$ cat src/rtl/mux_scan.sv
// mux_scan: registered NCH-way display mux, manual select or auto-scan over enabled channels.
// Build option MUX_SCAN_BLANK_EN blanks the output for one cycle on every channel switch.
module mux_scan #(
   parameter int NCH   = 4,
   parameter int W     = 3,
   parameter int DWELL = 8,
   localparam int SELW = $clog2(NCH)
) (
   input  logic              clk,
   input  logic              rst,
   input  logic [NCH*W-1:0]  data_in,
   input  logic [NCH-1:0]    ch_en,
   input  logic              mode,
   input  logic [SELW-1:0]   sel,
   input  logic              hold,
   output logic [W-1:0]      out,
   output logic [SELW-1:0]   out_ch,
   output logic              out_valid,
   output logic              switch_pulse
);

   localparam int CW   = $clog2(DWELL) + 1;
   localparam int NPAD = 1 << SELW;
   localparam logic [NPAD-1:0] IN_RANGE = NPAD'((64'(1) << NCH) - 64'(1));

   typedef enum logic {MANUAL = 1'b0, AUTO = 1'b1} state_t;

   state_t             state_q, state_d;
   logic [CW-1:0]      cnt_q, cnt_d;
   logic [W-1:0]       out_q, out_d;
   logic [SELW-1:0]    out_ch_q, out_ch_d;
   logic               out_valid_q, out_valid_d;
   logic               switch_pulse_q, switch_pulse_d;

   // Channels padded to a power of two so any SELW-bit index is safe.
   logic [NPAD*W-1:0]  data_pad;
   logic [NPAD-1:0]    en_pad;
   logic [SELW-1:0]    next_ch;
   logic [SELW-1:0]    cand;
   logic               found;
   logic               show;

   always_comb begin
      data_pad             = '0;
      data_pad[NCH*W-1:0]  = data_in;
      en_pad               = '0;
      en_pad[NCH-1:0]      = ch_en;
   end

   // First enabled channel above out_ch_q (wrapping); stays put if none other is enabled.
   always_comb begin
      next_ch = out_ch_q;
      found   = 1'b0;
      cand    = '0;
      for (int k = 1; k < NCH; k++) begin
         cand = SELW'((int'(out_ch_q) + k) % NCH);
         if (!found && en_pad[cand]) begin
            next_ch = cand;
            found   = 1'b1;
         end
      end
   end

   always_comb begin
      // NOTE: every signal driven here gets a default first, so no path can infer a latch.
      state_d  = mode ? AUTO : MANUAL;
      cnt_d    = cnt_q;
      out_ch_d = out_ch_q;
      show     = 1'b1;

      if (!mode) begin
         cnt_d = '0;
         if (IN_RANGE[sel]) out_ch_d = sel;
         else               show     = 1'b0;
      end else if (state_q == MANUAL) begin
         // Entering auto: counter restarts and no advance happens on this edge.
         cnt_d = '0;
      end else if (ch_en == '0) begin
         cnt_d = '0;
      end else if (!en_pad[out_ch_q]) begin
         out_ch_d = next_ch;
         cnt_d    = '0;
      end else if (!hold) begin
         if (cnt_q == CW'(DWELL - 1)) begin
            cnt_d    = '0;
            out_ch_d = next_ch;
         end else begin
            cnt_d = cnt_q + CW'(1);
         end
      end

      out_valid_d = show & en_pad[out_ch_d];
      out_d       = out_valid_d ? data_pad[out_ch_d*W +: W] : '0;
`ifdef MUX_SCAN_BLANK_EN
      if (out_ch_d != out_ch_q) begin
         out_valid_d = 1'b0;
         out_d       = '0;
      end
`endif
      switch_pulse_d = (out_ch_d != out_ch_q);
   end

   // NOTE: rst is sampled only at the clock edge (synchronous), and all state uses <=.
   always_ff @(posedge clk) begin
      if (!rst) begin
         state_q        <= MANUAL;
         cnt_q          <= '0;
         out_q          <= '0;
         out_ch_q       <= '0;
         out_valid_q    <= 1'b0;
         switch_pulse_q <= 1'b0;
      end else begin
         state_q        <= state_d;
         cnt_q          <= cnt_d;
         out_q          <= out_d;
         out_ch_q       <= out_ch_d;
         out_valid_q    <= out_valid_d;
         switch_pulse_q <= switch_pulse_d;
      end
   end

   assign out          = out_q;
   assign out_ch       = out_ch_q;
   assign out_valid    = out_valid_q;
   assign switch_pulse = switch_pulse_q;

endmodule

$ cat config.mk
export PLATFORM = sky130hd
export DESIGN_NAME = mux_scan
export DESIGN_NICKNAME = d
export VERILOG_FILES = /design/src/rtl/mux_scan.sv
export SDC_FILE = /design/constraint.sdc
export NUM_CORES = 1
export LEC_CHECK = 0
export ABC_AREA = 1
export BUFFER_PORTS_ARGS = -buffer_cell sky130_fd_sc_hd__clkbuf_2
export CAP_MARGIN = 20
export CORE_MARGIN = 5
export CORE_UTILIZATION = 49
export DETAILED_ROUTE_END_ITERATION = 8
export PLACE_DENSITY = 0.88
export SYNTH_ARGS = -nofsm -noshare
export SYNTH_HDL_FRONTEND = slang
export SYNTH_SLANG_ARGS = --single-unit
$ cat constraint.sdc
create_clock -name clk -period 4.7 [get_ports clk]
set_input_delay 0.94 -clock clk [delete_from_list [all_inputs] [get_ports clk]]
set_output_delay 0.94 -clock clk [all_outputs]
set_load 0.02 [all_outputs]
# Yosys cells after proc, flatten, opt, wreduce, memory -nomap -nowiden
# Cells that the tools add are included.
dict set report totals {
  output_inout_bits 7
  regBits 12
  elab_cells 60
  inputBits 22
}
dict set report classes {
  addsub 4
  reduce_logical 7
  bitwise_logic 5
  n_eq_ne 2
  n_mul 1
  shifts 1
  mux 28
  n_lt_le_gt_ge 6
}
# op count
set ops {}
lappend ops {{two-way mux 2 bit} 10}
lappend ops {{< comparator 2 x 3 -> 1 bit, second input constant} 6}
lappend ops {{binary-select mux 1 bit (select 2 bit)} 6}
lappend ops {{indexed part select 12 x 5 -> 3 bit} 1}
lappend ops {{two-way mux 1 bit} 11}
lappend ops {{OR reduction 5 bit} 1}
lappend ops {{adder 2 bit, second input constant} 2}
lappend ops {{adder 4 x 1 -> 4 bit, second input constant} 1}
lappend ops {{== test 4 x 3 -> 1 bit, second input constant} 1}
lappend ops {{zero test 4 bit} 1}
lappend ops {{multiplier 2 x 2 -> 4 bit, second input constant} 1}
lappend ops {{two-way mux 4 bit} 1}
lappend ops {{NOT 1 bit} 4}
lappend ops {{adder 2 x 1 -> 2 bit, second input constant} 1}
lappend ops {{logical AND 1 bit} 2}
lappend ops {{zero test 1 bit} 2}
lappend ops {{!= test 2 bit} 1}
lappend ops {{AND reduction 2 bit} 1}
lappend ops {{bitwise AND 1 bit} 1}

# Longest topological paths before layout
dict set report depth {
  ltp_word 20
  depth_mapped 17
  depth_no_buf 16
}

# Least setup slack after synthesis
# No wires, ideal clock.
dict set report synth_path {
  path_kind {input port to flip-flop}
  start {in ch_en[3]}
  end {reg out_q[0], in the netlist out[0]}
  n_path_buf 0
  slack_ps 2690
  arrival_ps 1898
  cell_stages 14
  required_time_ps 4589
  path_cell_list {nand2_1 -> nand3_1 -> nand3_2 -> nand2_2 -> inv_2 -> nand2_2 -> nand2_2 -> nand2_2 -> nand2_4 -> nand3_1 -> nand3_1 -> nand2_1 -> nand2_2 -> nor2_1}
}
dict set report synth_via {
  elab_chain_len 19
  elab_cells_between_ends 30
  classes_between {1 x mul; 1 x shift; 21 x mux; 1 x bitwise; 6 x reduce/logical}
}
# element line_no
set synth_rtl {}
lappend synth_rtl {{from (decl)} 12} ;# input logic [NCH-1:0] ch_en,
lappend synth_rtl {{parallel branches: the longest is 19 deep, another holds binary-select mux 1 bit (select 2 bit)} -}
lappend synth_rtl {{to (signal assigned)} 115} ;# out_q <= out_d;
lappend synth_rtl {{to (decl)} 30} ;# logic [W-1:0] out_q, out_d;
# Parallel ways; which one is timed is not known. The select of a mux whose other input is x is not followed.
# A chain may end at the register's enable or synchronous reset.

# Final worst setup path
dict set report layout_path {
  start {in ch_en[1]}
  end {reg out_q[0], in the netlist out[0]}
}
# Same word-level chain as after synthesis.

==> flow_metrics.tcl <==
set metrics [dict create \
    final_max_slew_viol_count 0 \
    antenna_found_initial 0 \
    io_buffers 28 \
    layout_commonest_cell "nand2_1" \
    grt_pass1_wl_um 3905 \
    nNetsFinal 202 \
    cts_buffers 3 \
    fp-row-count 16 \
    fillCellCount 208 \
    worst_hold_slack_ns 0.5006 \
    drc_errors 0 \
    io_pins 29 \
    grt_use_total_pct 17.59 \
    endpoint_kind "flip-flop" \
    final_cell_mix "nand2_1, clkbuf_2, nand3_1, inv_1" \
    synth_warnings 0 \
    relSlewSlack_pct 69.84 \
    via_per_inst 5.211 \
    syn_area_sq_um 960.9 \
    place_congestion 0.9811 \
    overflow 0 \
    clock_skew_ns 0.005546 \
    p_switching_uw 93.80 \
    drive_above_1_share_pct 32.77 \
    ant_nets 0 \
    final_core_util_pct 59.44 \
    placed_cells_incl_taps 201 \
    slowest_delay_ns 0.15 \
    ys_ff_latch 12 \
    clock.fmax_mhz 485.1 \
    design.core.area_sq_um 1922 \
    cp.required_ns 4.90 \
    worstHoldPathType "reg -> reg" \
    setup-tns-final_ns 0 \
    diodes 0 \
    vias 1063 \
    hpwl_um 1926 \
    crit_buf_inv 2 \
    crit_path_top_delay_cell "nand3_1" \
    total_power_uw 266.4 \
    first_pass_iters 4 \
    setup_slack_ns 2.638 \
    stdcell_count 204 \
    critical_path_arrival_ns 2.26 \
    start_util_pct 50.00 \
    grt_max_degree 11 \
    die_h_um 54.29 \
    clockPowerShare_pct 22.3 \
    grt_pass1_vias 983 \
    netlist_instances 148 \
    totalWireLength_um 2319 \
    p_int_uw 172.6 \
    postCtsSetupRepairBufs 0 \
    critical_path_class "in -> reg" \
    dp_slack_ns 2.390 \
    status "finished clean" \
    layout_min_cycle_time_ns 2.062 \
    cts.sinks 12 \
    p_per_area_nw_per_um2 233.2 \
    postCtsHoldBufs 0 \
    clkTransAtPathRegs_ns 0.07 \
    area_growth_pct 18.88 \
    p_comb_share_pct 35.5 \
    postPlaceCellArea_sq_um 1120 \
    cts_buffer_depth 2 \
    cts_tree "done" \
    ys_types 21 \
    cts_root_buf "clkbuf_4" \
    seqPwrFrac_pct 42.1 \
    rsz0062_at_grt "false" \
    clkLatencyLatePin_ns 0.26 \
    final_cell_area_sq_um 1142 \
    irDropWorstVdd_mv 0.1983 \
    power.static_leakage_nw 0.6502 \
    swShare_pct 35.21 \
    hold_viol_final 0 \
    wl_per_cell_um 11.37 \
    critPathMostFrequentCell "nand2_2" \
    finalSetupViolations 0 \
    dr.first_iter.drc_count 23 \
    worstPathMaxFanout 8 \
    die_w_um 54.29 \
    synth-seq-area-share_pct 25.00 \
    die_area_sq_um 2947 \
    worst_pin_slew_ns 0.4518 \
    fin_crit_sh_pct 43.86 \
    cts_resized 0 \
    syn-num-nets 171 \
    cpLargestDelayFamily "simple AND/OR/NAND/NOR gates" \
    maxCapViolations 0 \
    path_cells "clkbuf_2 -> nand2_1 -> nand3_1 -> nand3_2 -> nand2_2 -> inv_2 -> nand2_2 -> nand2_2 -> nand3_2 -> nand3_1 -> nand3_1 -> nand2_1 -> nand2_2 -> nor2_1" \
    crit_path_start_kind "input pin" \
    cts_max_level 1 \
    avgSynthCellArea_sq_um 6.493 \
]
==> per-layer routing <==
metal	vias to the layer above	wire [um]	global-route usage [%]
met1	493	922	19.21
li1	535	-	-
met4	0	0	2.075
met3	0	132	4.087
met2	35	1265	34.66
met5	-	0	0
==> sequential cells by signal, summed over array words and instances, names as in the netlist <==
| signal | flops |
|---|---|
| state_q | 1 |
| out_valid | 1 |
| out_ch | 2 |
| switch_pulse | 1 |
| out | 3 |
| cnt_q | 4 |
==> cell type report <==
type                            instances  area [sq um]  share of cell area, %
Sequential cell                        12         240.2                  21.03
Multi-Input combinational cell        110         610.6                  53.45
Clock buffer                            3         22.52                  1.972
Inverter                               24         95.09                  8.324
Tap cell                               27         33.78                  2.957
Timing Repair Buffer                   28         140.1                  12.27
==> Yosys cell counts, drive strengths merged <==
master  count  area share, %
a21boi      2            2.0
a21oi       5            2.6
buf         1            1.2
clkbuf      1           0.39
dfxtp      12             25
ha          1            1.3
inv        24            9.9
nand2      48             24
nand3      30             18
nand3b      6            4.7
nand4       2            1.3
nor2        9            3.5
nor3b       3            2.3
or2         1           0.65
xor2        3            2.7
==> worst reg2reg max path, stage by stage (launching register included) <==
cell and delay [ns]:
dfxtp_1 0.60, inv_6 0.11, nand2_2 0.10, nand3_1 0.13, nand3_2 0.10, nand2_2 0.07, inv_2 0.08, nand2_2 0.05
nand2_2 0.07, nand3_2 0.15, nand3_1 0.11, nand3_1 0.07, nand2_1 0.08, nand2_2 0.07, nor2_1 0.09
==> worst paths after layout <==
check | start | endpoint | slack, ns | depth (start not counted)
max | ch_en[1] | out[0] | 2.64 | 14
min | cnt_q[1] | cnt_q[1] | 0.50 | 2
max reg2reg | out_ch[0] | out[0] | 2.75 | 14
min reg2reg | cnt_q[1] | cnt_q[1] | 0.50 | 2
==> power by group through the flow <==
stage	registers, mW	logic, mW	clock network (mW)
finish	0.112	0.0947	0.0595
global route	0.113	0.106	0.0666
CTS	0.112	0.0949	0.0611
detailed placement	0.115	0.0945	0
global placement	0.114	0.0905	0
floorplan	0.120	0.0620	0
==> cell families (layout without fill, tap and decap cells) <==
logic type      Yosys count  count (layout)  synth area share [%]
fa+ha+maj                 1               1                 1.302
compound gates            7               7                 4.557
simple gates             99              99                 54.95
flops                    12              12                 25.00
xor+xnor                  3               3                 2.735
buf+inv                  26              55                 11.46
(Power assumes the default switching activity.)
